$ cat config.mk
export PLATFORM = sky130hd
export DESIGN_NAME = alu_inv_seq_flat
export DESIGN_NICKNAME = d
export VERILOG_FILES = /design/src/rtl/alu_inv_pkg.sv /design/src/rtl/alu_inv_seq_if.sv /design/src/rtl/alu_inv_seq_div_step.sv /design/src/rtl/alu_inv_seq.sv /design/src/flat_wrapper.sv
export SDC_FILE = /design/constraint.sdc
export NUM_CORES = 1
export LEC_CHECK = 0
export CAP_MARGIN = 30
export CELL_PAD_IN_SITES_DETAIL_PLACEMENT = 1
export CELL_PAD_IN_SITES_GLOBAL_PLACEMENT = 1
export CORE_MARGIN = 4
export CORE_UTILIZATION = 42
export DETAILED_ROUTE_END_ITERATION = 16
export PLACE_DENSITY_LB_ADDON = 0.1
export RECOVER_POWER = 25
export SETUP_SLACK_MARGIN = 0.02
export SYNTH_ARGS = -nofsm -noshare
export SYNTH_HDL_FRONTEND = slang
export SYNTH_SLANG_ARGS = --single-unit
$ cat constraint.sdc
create_clock -name clk -period 2.7 [get_ports clk]
set_input_delay 0.27 -clock clk [delete_from_list [all_inputs] [get_ports clk]]
set_output_delay 0.27 -clock clk [all_outputs]
set_load 0.05 [all_outputs]
$ cat src/rtl/alu_inv_pkg.sv
// Shared definitions for the inverse-operation unit: op codes, FSM states, default width.
// Latency: n/a (definitions only).
// Backpressure: n/a.
package alu_inv_pkg;

    localparam int DEF_WIDTH = 8;

    localparam logic [1:0] OP_SUB      = 2'b00;
    localparam logic [1:0] OP_SHR      = 2'b01;
    localparam logic [1:0] OP_DIV      = 2'b10;
    localparam logic [1:0] OP_PASS_SRA = 2'b11;

    typedef enum logic [1:0] {
        S_IDLE = 2'b00,
        S_RUN  = 2'b01,
        S_DONE = 2'b10
    } state_t;

endpackage

$ cat src/rtl/alu_inv_seq_if.sv
// Request/result bundle between the pipeline controller and the inverse-operation unit.
// Latency: n/a (wires only).
// Backpressure: start/busy/done handshake; requester holds off while busy is high.
interface alu_inv_seq_if import alu_inv_pkg::*; #(
    parameter int WIDTH = DEF_WIDTH
) ();
    logic             start;
    logic [1:0]       op;
    logic [WIDTH-1:0] a;
    logic [WIDTH-1:0] b;
    logic [WIDTH-1:0] out;
    logic [WIDTH-1:0] rem;
    logic             zero;
    logic             div_by_zero;
    logic             busy;
    logic             done;

    modport master (
        output start, op, a, b,
        input  out, rem, zero, div_by_zero, busy, done
    );

    modport slave (
        input  start, op, a, b,
        output out, rem, zero, div_by_zero, busy, done
    );
endinterface

$ cat src/rtl/alu_inv_seq_div_step.sv
// One restoring-division iteration: shift in a dividend bit, trial-subtract the divisor.
// Latency: combinational.
// Backpressure: none.
module div_step import alu_inv_pkg::*; #(
    parameter int WIDTH = DEF_WIDTH
) (
    input  logic [WIDTH-1:0] rem_i,
    input  logic             dbit_i,
    input  logic [WIDTH-1:0] divisor_i,
    output logic [WIDTH-1:0] rem_o,
    output logic             qbit_o
);
    logic [WIDTH:0]   partial;
    logic [WIDTH-1:0] diff;

    // Partial remainder is one bit wider than the divisor; when it is >= divisor the
    // difference is below the divisor, so the low WIDTH bits of the subtraction suffice.
    always_comb begin
        partial = {rem_i, dbit_i};
        diff    = partial[WIDTH-1:0] - divisor_i;
        qbit_o  = (partial >= {1'b0, divisor_i});
        rem_o   = qbit_o ? diff : partial[WIDTH-1:0];
    end
endmodule

$ cat src/rtl/alu_inv_seq.sv
// Multi-cycle inverse ALU (SUB, SHR, restoring DIV, op 11 = PASS or SRA when ALU_INV_SRA_EN is defined).
// Latency: start sampled at edge N, done pulses after edge N+1+k (k = iterations for the op).
// Backpressure: busy high while working; start ignored (not queued) unless idle; result held until next done.
module alu_inv_seq import alu_inv_pkg::*; #(
    parameter int WIDTH = DEF_WIDTH,
    parameter int CNT_W = $clog2(WIDTH + 1)
) (
    input logic          clk,
    input logic          rst_n,
    alu_inv_seq_if.slave bus
);
    state_t           state_q, state_d;
    logic [1:0]       op_q, op_d;
    logic [WIDTH-1:0] w_q, w_d;
    logic [WIDTH-1:0] b_q, b_d;
    logic [WIDTH-1:0] r_q, r_d;
    logic [CNT_W-1:0] cnt_q, cnt_d;

    logic [WIDTH-1:0] out_q, rem_q;
    logic             zero_q, dbz_q, done_q;

    logic             accept;
    logic [CNT_W-1:0] shr_k;
    logic [CNT_W-1:0] k_acc;
    logic             fill;
    logic [WIDTH-1:0] step_rem;
    logic             step_q;
    logic [WIDTH-1:0] res_out, res_rem;
    logic             res_dbz;

    assign accept = (state_q == S_IDLE) && bus.start;

    div_step #(.WIDTH(WIDTH)) u_div_step (
        .rem_i     (r_q),
        .dbit_i    (w_q[WIDTH-1]),
        .divisor_i (b_q),
        .rem_o     (step_rem),
        .qbit_o    (step_q)
    );

    // Iteration count for the incoming request; shifts saturate at WIDTH.
    always_comb begin
        shr_k = (bus.b >= WIDTH'(WIDTH)) ? CNT_W'(WIDTH) : CNT_W'(bus.b);
        k_acc = '0;
        case (bus.op)
            OP_SHR:      k_acc = shr_k;
            OP_DIV:      k_acc = (bus.b == '0) ? '0 : CNT_W'(WIDTH);
`ifdef ALU_INV_SRA_EN
            OP_PASS_SRA: k_acc = shr_k;
`endif
            default:     k_acc = '0;
        endcase
    end

    // FSM next state: zero-iteration ops skip RUN and go straight to DONE.
    always_comb begin
        state_d = state_q;
        case (state_q)
            S_IDLE: if (bus.start) state_d = (k_acc != '0) ? S_RUN : S_DONE;
            S_RUN:  if (cnt_q == CNT_W'(1)) state_d = S_DONE;
            S_DONE: state_d = S_IDLE;
            default: state_d = S_IDLE;
        endcase
    end

    // Datapath next state: latch operands on accept, then one shift or divide step per RUN cycle.
    always_comb begin
        op_d  = op_q;
        w_d   = w_q;
        b_d   = b_q;
        r_d   = r_q;
        cnt_d = cnt_q;
        fill  = 1'b0;
`ifdef ALU_INV_SRA_EN
        if (op_q == OP_PASS_SRA) fill = w_q[WIDTH-1];
`endif
        if (accept) begin
            op_d  = bus.op;
            w_d   = bus.a;
            b_d   = bus.b;
            r_d   = '0;
            cnt_d = k_acc;
        end else if (state_q == S_RUN) begin
            cnt_d = cnt_q - CNT_W'(1);
            if (op_q == OP_DIV) begin
                // w_q shifts dividend bits out of the top while quotient bits enter at the bottom.
                w_d = {w_q[WIDTH-2:0], step_q};
                r_d = step_rem;
            end else begin
                w_d = {fill, w_q[WIDTH-1:1]};
            end
        end
    end

    // Final result selection, consumed on the DONE transition.
    always_comb begin
        res_out = w_q;
        res_rem = '0;
        res_dbz = 1'b0;
        case (op_q)
            OP_SUB: res_out = w_q - b_q;
            OP_DIV: begin
                if (b_q == '0) begin
                    res_out = '1;
                    res_rem = w_q;
                    res_dbz = 1'b1;
                end else begin
                    res_out = w_q;
                    res_rem = r_q;
                end
            end
            default: res_out = w_q;
        endcase
    end

    // State and working registers; reset aborts any operation in flight.
    always_ff @(posedge clk or negedge rst_n) begin
        if (!rst_n) begin
            state_q <= S_IDLE;
            op_q    <= OP_SUB;
            w_q     <= '0;
            b_q     <= '0;
            r_q     <= '0;
            cnt_q   <= '0;
        end else begin
            state_q <= state_d;
            op_q    <= op_d;
            w_q     <= w_d;
            b_q     <= b_d;
            r_q     <= r_d;
            cnt_q   <= cnt_d;
        end
    end

    // Result registers: update only when leaving DONE; div_by_zero clears on each accept.
    always_ff @(posedge clk or negedge rst_n) begin
        if (!rst_n) begin
            out_q  <= '0;
            rem_q  <= '0;
            zero_q <= 1'b1;
            dbz_q  <= 1'b0;
            done_q <= 1'b0;
        end else begin
            done_q <= (state_q == S_DONE);
            if (state_q == S_DONE) begin
                out_q  <= res_out;
                rem_q  <= res_rem;
                zero_q <= (res_out == '0);
                dbz_q  <= res_dbz;
            end else if (accept) begin
                dbz_q  <= 1'b0;
            end
        end
    end

    assign bus.out         = out_q;
    assign bus.rem         = rem_q;
    assign bus.zero        = zero_q;
    assign bus.div_by_zero = dbz_q;
    assign bus.done        = done_q;
    assign bus.busy        = (state_q != S_IDLE);
endmodule

$ cat src/flat_wrapper.sv
// flat-port wrapper written by rule: the top's interface ports become plain ports
module alu_inv_seq_flat import alu_inv_pkg::*;
#(
    parameter int WIDTH = DEF_WIDTH,
    parameter int CNT_W = $clog2(WIDTH + 1)
)
  (clk, rst_n, bus_start, bus_op, bus_a, bus_b, bus_out, bus_rem, bus_zero, bus_div_by_zero, bus_busy, bus_done);
  alu_inv_seq_if #(.WIDTH(WIDTH)) bus_i ();
  input logic clk;
  input logic rst_n;
  input wire logic [$bits(bus_i.start)-1:0] bus_start;
  input wire logic [$bits(bus_i.op)-1:0] bus_op;
  input wire logic [$bits(bus_i.a)-1:0] bus_a;
  input wire logic [$bits(bus_i.b)-1:0] bus_b;
  output wire logic [$bits(bus_i.out)-1:0] bus_out;
  output wire logic [$bits(bus_i.rem)-1:0] bus_rem;
  output wire logic [$bits(bus_i.zero)-1:0] bus_zero;
  output wire logic [$bits(bus_i.div_by_zero)-1:0] bus_div_by_zero;
  output wire logic [$bits(bus_i.busy)-1:0] bus_busy;
  output wire logic [$bits(bus_i.done)-1:0] bus_done;
  assign bus_i.start = bus_start;
  assign bus_i.op = bus_op;
  assign bus_i.a = bus_a;
  assign bus_i.b = bus_b;
  assign bus_out = bus_i.out;
  assign bus_rem = bus_i.rem;
  assign bus_zero = bus_i.zero;
  assign bus_div_by_zero = bus_i.div_by_zero;
  assign bus_busy = bus_i.busy;
  assign bus_done = bus_i.done;
  alu_inv_seq #(.WIDTH(WIDTH), .CNT_W(CNT_W)) u_core (.clk(clk), .rst_n(rst_n), .bus(bus_i));
endmodule
# Word level (Yosys, flattened, before mapping)
# Cells that the tools add are included.
[totals]
mem_bits_rw = 0
ff_bits = 51
latchBits = 0
input_bits = 21
rom_bits = 0
mem_count = 0
[classes]
shift = 0
order_cmp = 2
muxes = 24
div = 0
addsub = 3
multipliers = 0
reduce_logical = 13
bitwise = 0
n_eq_ne = 8
[ops]
columns = ["operator", "n"]
rows = [
  ["8-bit 2-to-1 mux", 10],
  ["8-bit zero test", 3],
  ["4-bit 2-to-1 mux", 4],
  ["8-bit one-hot mux with 2 select lines", 1],
  ["8-bit subtractor", 2],
  ["9-bit by 8-bit greater-or-equal comparator with 1-bit output", 1],
  ["8-bit by 4-bit greater-or-equal comparator with 1-bit output, second input constant", 1],
  ["4-bit one-hot mux with 2 select lines", 1],
  ["2-bit nonzero test", 4],
  ["2-bit == test, second input constant", 3],
  ["2-bit 2-to-1 mux", 3],
  ["2-bit by 1-bit == test with 1-bit output, second input constant", 2],
  ["4-bit by 1-bit == test with 1-bit output, second input constant", 1],
  ["2-bit zero test", 2],
  ["1-bit 2-to-1 mux", 4],
  ["2-bit one-hot mux with 2 select lines", 1],
  ["2-bit AND reduction", 2],
  ["4-bit nonzero test", 1],
  ["4-bit by 1-bit subtractor with 4-bit output, second input constant", 1],
  ["2-bit by 1-bit != test with 1-bit output, second input constant", 1],
  ["2-bit != test, second input constant", 1],
  ["1-bit logical AND", 1],
]

# Logic depth before layout (Yosys ltp)
# Gate-level depths: netlist of run 1.
[logic_depth]
word_depth = 7
depth_mapped = 11
depth_no_buf = 11

# Cells and area by module
# Synthesis of run 1 repeated with hierarchy kept, for this count alone.
[hier_totals]
cells_unflattened = 371
area_unflattened_um2 = 3234.4
[modules_own_cells]
columns = ["module", "instances", "cells_each", "area_per_inst_um2"]
rows = [
  ["alu_inv_seq", 1, 302, 2713.9],
  ["div_step", 1, 69, 520.5],
]

# Worst setup path after synthesis of run 1
# Ideal clock, no wire load.
[synth_path]
path_kind = "reg-to-reg"
from = "reg u_core.w_q[0]"
to = "reg u_core.zero_q (netlist: u_core.bus.zero)"
setup_slack_ns = 0.469
path_stages_with_launch = 12
arrival_time_ns = 2.151
setup_ns = 0.080
n_path_buf = 0
required_ns = 2.620
path_cell_list = "dfrtp_1 inv_1 ha_1 inv_1 fa_1 a211oi_1 nor2_1 a21oi_1 o32a_1 nand2_1 and4_1 a32o_1"
[synth_between]
elab_chain_len = 3
elab_cells_between_ends = 4
classes_between = "add/sub: 1; mux: 2; reduce/logical: 1"
[synth_lines]
columns = ["item", "line_no", "text"]
rows = [
  ["start, declared", "alu_inv_seq.sv:14", "logic [WIDTH-1:0] w_q, w_d;"],
  ["start signal, assigned", "alu_inv_seq.sv:128", "w_q <= w_d;"],
  ["8-bit subtractor or 8-bit 2-to-1 mux (tied branches)", "alu_inv_seq.sv:101, alu_inv_seq.sv:103", ""],
  ["8-bit one-hot mux with 2 select lines *", "alu_inv_seq.sv:100", "case (op_q)"],
  ["8-bit zero test *", "alu_inv_seq.sv:148", "zero_q <= (res_out == '0);"],
  ["end signal, assigned", "alu_inv_seq.sv:148", ""],
  ["end, declared", "alu_inv_seq.sv:20", "logic zero_q, dbz_q, done_q;"],
]
# Every way passes the cells marked *; elsewhere a longest branch is shown, timed or not.
# A chain may end at the register's enable or synchronous reset.

# Worst setup path in the final report of run 1
# Ends and elaborated chain as after synthesis.

==> impl_metrics.ini, run 1 <==
[power]
seq_power_share = 0.269
internal-power_w = 0.00233
p_leak_nw = 1.67
powerDensity_nw_per_um2 = 1160
switchingPower_w = 0.00216
p_clk_frac = 0.117
vdd_drop_max_uv = 444
total_power_w = 0.00450
combPwrFrac = 0.613
swShare = 0.481

[floorplan]
rows = 31
io_pins = 41
initial_core_util = 0.437
die_h_um = 95.4
die_area_um2 = 9090
die_x_um = 95.4
coreArea_um2 = 7330

[logic_synthesis]
yosysSeqAreaShare = 0.399
synth.cell_area_um2 = 3210
syn_inst = 378
syn_avg_cell_area_um2 = 8.48
yosys_register_bits = 51
ys_warn_count = 0
synth-async-reset-ratio = 1.00
ys.flop_type = dfrtp_1
ys_types = 55
yosys.area.top_type = dfrtp_1
synth_edf_count = 0
yosysTopAreaCellShare = 0.390
synth_top_cells_by_area = dfrtp_1 39%, nand2_1 7.8%, o21ai_0 7.7%
synthesis.nets = 420

[critical_path]
cp.depth = 11
cp_common_cell = inv_1
worstPathRequired_ps = 2940
cp-start-kind = flop
crit_end = u_core.bus.zero$_DFFE_PN1P_
cp_cell_sequence = inv_1, ha_1, inv_1, fa_1, a211oi_1, nor2_1, a21oi_1, o32a_1, nand2_1, and4_1, a32o_1
critPathTopFamily = compound AO/OA/AOI/OAI gates
r2r_slack_ps = 210
reg2regPathDepth = 11
path_max_fanout = 5
end_kind = flop
slowest_delay_ps = 430
cp_data_arrival_time_ps = 2740
critPathBufInv = 2
r2r-start = u_core.w_q[0]$_DFFE_PN0P_
timing.rr.end = u_core.bus.zero$_DFFE_PN1P_
critical_path_class = reg -> reg
slowest_stage = dfrtp_1
setup.worst_path.start = u_core.w_q[0]$_DFFE_PN0P_

[layout]
layout_commonest_cell = nand2_1
drive_above_1_share = 0.0686
multi_input_area_um2 = 1780
seq_area_um2 = 1280
layout_common_cells = 67 x nand2_1, 50 x dfrtp_1, 49 x o21ai_0
nets = 465
final_cells = 522
areaGrowthSynthToFinish_pct = 20.4
antenna_cells = 0
fillers = 906

[cts]
cts_resized = 0
ctsRootBufferMaster = clkbuf_8
cts_sinks = 51
cts_hold_buf = 0
post-cts-setup-buffers = 0
cts_tree = done
cts.path.max_buffers = 2
htreeDepth = 2
cts-buffers-inserted = 5
clk_pin_slew_ps = 100
clk_latency_ps = 300

[sta]
finalCriticalPeriod_ps = 2490
fmax_ghz = 0.401
skew_ps = 11.0
setup_viol = 0
relSlewSlack = 0.147
worst_slew_pin_slew_ps = 1280
hold_viol = 0
rsz0062_at_grt = false
fin_crit_sh = 0.923
slew_violations = 0
fin_tns_setup_ps = 0

[drt]
vias = 2960
routedWlPerCell_um = 17.8
drtIter0Drc = 170
vias_per_cell = 5.67
drtAntennaViolNets = 0
drt-pass1-iter-count = 4
drc = 0
totalWireLength_um = 9320

[global_route]
track_usage = 0.220
grt_pass1_vias = 3165
grt_max_degree = 52
overflow = 0
grt_pass1_wl_um = 15400
antenna_found_initial = 0

[status]
status = complete, no violations

[placement]
hpwl_um = 7200
gp_congestion = 0.877
io_buffers = 40
placed_cells = 515

[min_path]
min_path_type = in -> async

[job]
cap_violations = 0
state kept, by name (all words and copies together) (netlist names):
name and cells:
u_core.b_q 8, u_core.bus.div_by_zero 1, u_core.bus.done 1, u_core.bus.out 8
u_core.bus.rem 8, u_core.bus.zero 1, u_core.cnt_q 4, u_core.op_q 2
u_core.r_q 8, u_core.state_q 2, u_core.w_q 8
area by class of cell:
| class | instances | share of cell area |
|---|---|---|
| clock inverters | 1 | 0.00778 |
| well taps | 99 | 0.0321 |
| inverters | 20 | 0.0194 |
| clock buffers | 6 | 0.0188 |
| repair buffers | 54 | 0.129 |
| multi-input cells | 291 | 0.462 |
| flip-flops and latches | 51 | 0.331 |
synth_stat cells (2+ instances only):
| cell | number |
|---|---|
| a21oi_1 | 29 |
| a31oi_1 | 2 |
| buf_1 | 2 |
| buf_2 | 2 |
| clkbuf_1 | 11 |
| dfrtp_1 | 50 |
| fa_1 | 2 |
| ha_1 | 19 |
| inv_1 | 20 |
| mux2i_1 | 14 |
| nand2_1 | 67 |
| nand2b_1 | 4 |
| nand3_1 | 5 |
| nand4_1 | 2 |
| nor2_1 | 31 |
| nor2b_1 | 4 |
| nor3_1 | 8 |
| nor4_1 | 4 |
| nor4_2 | 2 |
| o21a_1 | 3 |
| o21ai_0 | 49 |
| o22ai_1 | 3 |
| o31ai_1 | 2 |
| o41ai_1 | 2 |
| xnor2_1 | 10 |
| xor2_1 | 2 |
how the worst min path moves through the flow:
stage                     startpoint                             to  slack (ps)  cells past startpoint
after global placement         rst_n  u_core.bus.rem[3]$_DFFE_PN0P_         430                      2
after floorplan                rst_n      u_core.b_q[0]$_DFFE_PN0P_         -30                      0
after global routing           rst_n      u_core.r_q[5]$_DFFE_PN0P_         440                      2
after detailed placement       rst_n  u_core.bus.rem[6]$_DFFE_PN0P_         440                      2
after CTS                      rst_n      u_core.bus.done$_DFF_PN0_         120                      2
final                          rst_n      u_core.r_q[5]$_DFFE_PN0P_         320                      2
power groups by stage:
stage          sequential (W)  combinational (W)  clock, W
2_1_floorplan         0.00143            0.00168         0
3_3_place_gp          0.00121            0.00265         0
3_5_place_dp          0.00123            0.00273         0
5_1_grt               0.00125            0.00305  0.000575
6_report              0.00121            0.00276  0.000528
4_1_cts               0.00121            0.00276  0.000539
worst reg2reg max path, stage by stage (launching register included):
cell,delay [ps]
dfrtp_1,430
inv_1,110
ha_1,170
inv_1,50
fa_1,400
a211oi_1,240
nor2_1,110
a21oi_1,200
o32a_1,180
nand2_1,60
and4_1,210
a32o_1,260
cell families after synthesis:
group / after synthesis / share of synthesized area
AOI/OAI and AO/OA: 108 / 0.201
muxes: 14 / 0.0437
DFF: 51 / 0.399
and+or+nand+nor: 136 / 0.192
adders and majority gates: 21 / 0.0867
buffers and inverters: 36 / 0.0453
xor gates and xnor gates: 12 / 0.0328
metal layers:
metal / up-vias / GRT usage / part of all wire
li1: 1412 / - / -
met4: 0 / 0.0613 / 0.020
met1: 1466 / 0.292 / 0.44
met2: 66 / 0.376 / 0.49
met5: - / 0 / 0
met3: 16 / 0.0292 / 0.043
through the flow:
step / utilization / setup slack [ps] / area, um2 / hold slack, ps
floorplan: - / 469 / 3210 / -25.6
global placement: 0.513 / 343 / 3760 / 427
detailed placement: 0.513 / 244 / 3760 / 444
CTS: 0.527 / 223 / 3860 / 118
global route: 0.527 / 40.0 / 3860 / 438
finish: 0.527 / 208 / 3860 / 320
Power figures use the tool's default switching activity.
==> run 2, diff against run 1 <==
Settings changed: CAP_MARGIN 30 to unset.
==> results of run 2 <==
Same layout as run 1: the final DEF is identical, and so are final timing and power.
==> run 3, diff against run 2 <==
Clock period 2.7 ns to 2.45 ns, I/O delays scaled along.
==> impl_metrics.ini, run 3 (synthesis results as in run 1) <==
[status]
status = complete, but fails checks
violations = capacitance limit, slew limit

[critical_path]
end_kind = flop
cp-start-kind = flop
worstPathRequired_ps = 2690
path_max_fanout = 5
critical_path_class = reg -> reg
cp_data_arrival_time_ps = 2550

[cts]
ctsRootBufferMaster = clkbuf_8
clk_pin_slew_ps = 90
htreeDepth = 2
cts.path.max_buffers = 2
cts_tree = done
cts_sinks = 51
clk_latency_ps = 310
cts-buffers-inserted = 5

[drt]
routedWlPerCell_um = 17.5
totalWireLength_um = 9260
drc = 0
drt-pass1-iter-count = 4
vias_per_cell = 5.55
vias = 2942
drtAntennaViolNets = 0
drtIter0Drc = 125

[global_route]
antenna_found_initial = 0
grt_max_degree = 40
grt_pass1_wl_um = 15300
grt_pass1_vias = 3074
overflow = 0
track_usage = 0.220

[job]
cap_violations = 1

[sta]
worst_slew_pin_slew_ps = 2150
fin_crit_sh = 0.940
setup_viol = 0
rsz0062_at_grt = true
hold_viol = 0
slew_violations = 40
finalCriticalPeriod_ps = 2300
postLayoutSetupSlackWorst_ps = 146
fmax_ghz = 0.434
fin_tns_setup_ps = 0
skew_ps = 14.2
relSlewSlack = -0.437

[layout]
fillers = 884
layout_common_cells = 67 x nand2_1, 50 x dfrtp_1, 47 x o21ai_0
final_cells = 530
layout_commonest_cell = nand2_1
areaGrowthSynthToFinish_pct = 22.4
multi_input_area_um2 = 1810
post-route-util = 0.535
nets = 472
drive_above_1_share = 0.0974
antenna_cells = 0
seq_area_um2 = 1280

[power]
switchingPower_w = 0.00242
combPwrFrac = 0.639
p_leak_nw = 1.70
powerDensity_nw_per_um2 = 1280
swShare = 0.483
vdd_drop_max_uv = 576
internal-power_w = 0.00259
total_power_w = 0.00501
p_clk_frac = 0.095
seq_power_share = 0.266

[floorplan]
rows = 31
coreArea_um2 = 7330
die_area_um2 = 9090
io_pins = 41
initial_core_util = 0.437
die_h_um = 95.4
die_x_um = 95.4

[min_path]
min_path_type = reg -> reg

[placement]
io_buffers = 40
hpwl_um = 7220
placed_cells = 522
gp_congestion = 0.931
dp_slack_ps = 75.2
run 3: power by group through the flow:
stage	registers, W	logic (W)	clock network [W]
after floorplan	0.00157	0.00185	0
after global routing	0.00137	0.00353	0.000525
final	0.00133	0.00320	0.000478
after CTS	0.00133	0.00311	0.000496
after global placement	0.00133	0.00301	0
after detailed placement	0.00135	0.00309	0
run 3: final timing paths:
| kind | start | end | cells after the start | slack (ps) |
|---|---|---|---|---|
| setup / recovery | u_core.b_q[3]$_DFFE_PN0P_ | u_core.bus.zero$_DFFE_PN1P_ | 8 | 150 |
| hold / removal | u_core.bus.rem[0]$_DFFE_PN0P_ | u_core.bus.rem[0]$_DFFE_PN0P_ | 2 | 480 |
| setup reg to reg | u_core.b_q[3]$_DFFE_PN0P_ | u_core.bus.zero$_DFFE_PN1P_ | 8 | 150 |
| hold reg to reg | u_core.bus.rem[0]$_DFFE_PN0P_ | u_core.bus.rem[0]$_DFFE_PN0P_ | 2 | 480 |
| max in group asynchronous | rst_n | u_core.w_q[2]$_DFFE_PN0P_ | 1 | 660 |
| min in group asynchronous | rst_n | u_core.b_q[0]$_DFFE_PN0P_ | 1 | 560 |
run 3: final cells by class:
class                   instances  share of cell area
well taps                      99              0.0316
clock buffers                   8              0.0204
repair buffers                 61               0.141
inverters                      20              0.0191
multi-input cells             291               0.463
flip-flops and latches         51               0.326
run 3: critical path, cell delays in order, from the launching register on:
cell	delay (ps)
dfrtp_1	360
inv_1	110
ha_1	300
or4_4	500
o22ai_2	150
xnor2_2	150
nor3_1	70
a311o_1	370
a32o_1	230
run 3: per-layer routing:
| layer | global-route usage | wire (um) | vias up |
|---|---|---|---|
| li1 | - | - | 1427 |
| met5 | 0 | 0 | - |
| met1 | 0.283 | 4200 | 1432 |
| met4 | 0.0589 | 156 | 0 |
| met3 | 0.0316 | 397 | 12 |
| met2 | 0.383 | 4510 | 71 |
run 3: stage by stage:
step / area [um2] / hold slack [ps]
final: 3920 / 483
after global routing: 3920 / 512
after CTS: 3890 / 88.8
after detailed placement: 3810 / 426
after global placement: 3810 / 419
after floorplan: 3210 / -50.6
run 3: repair_timing:
item                       in CTS  in global routing
setup endpoints to repair       0                  6
hold buffers                    0                  0
gates resized for setup         0                 10
setup buffers                   0                  0
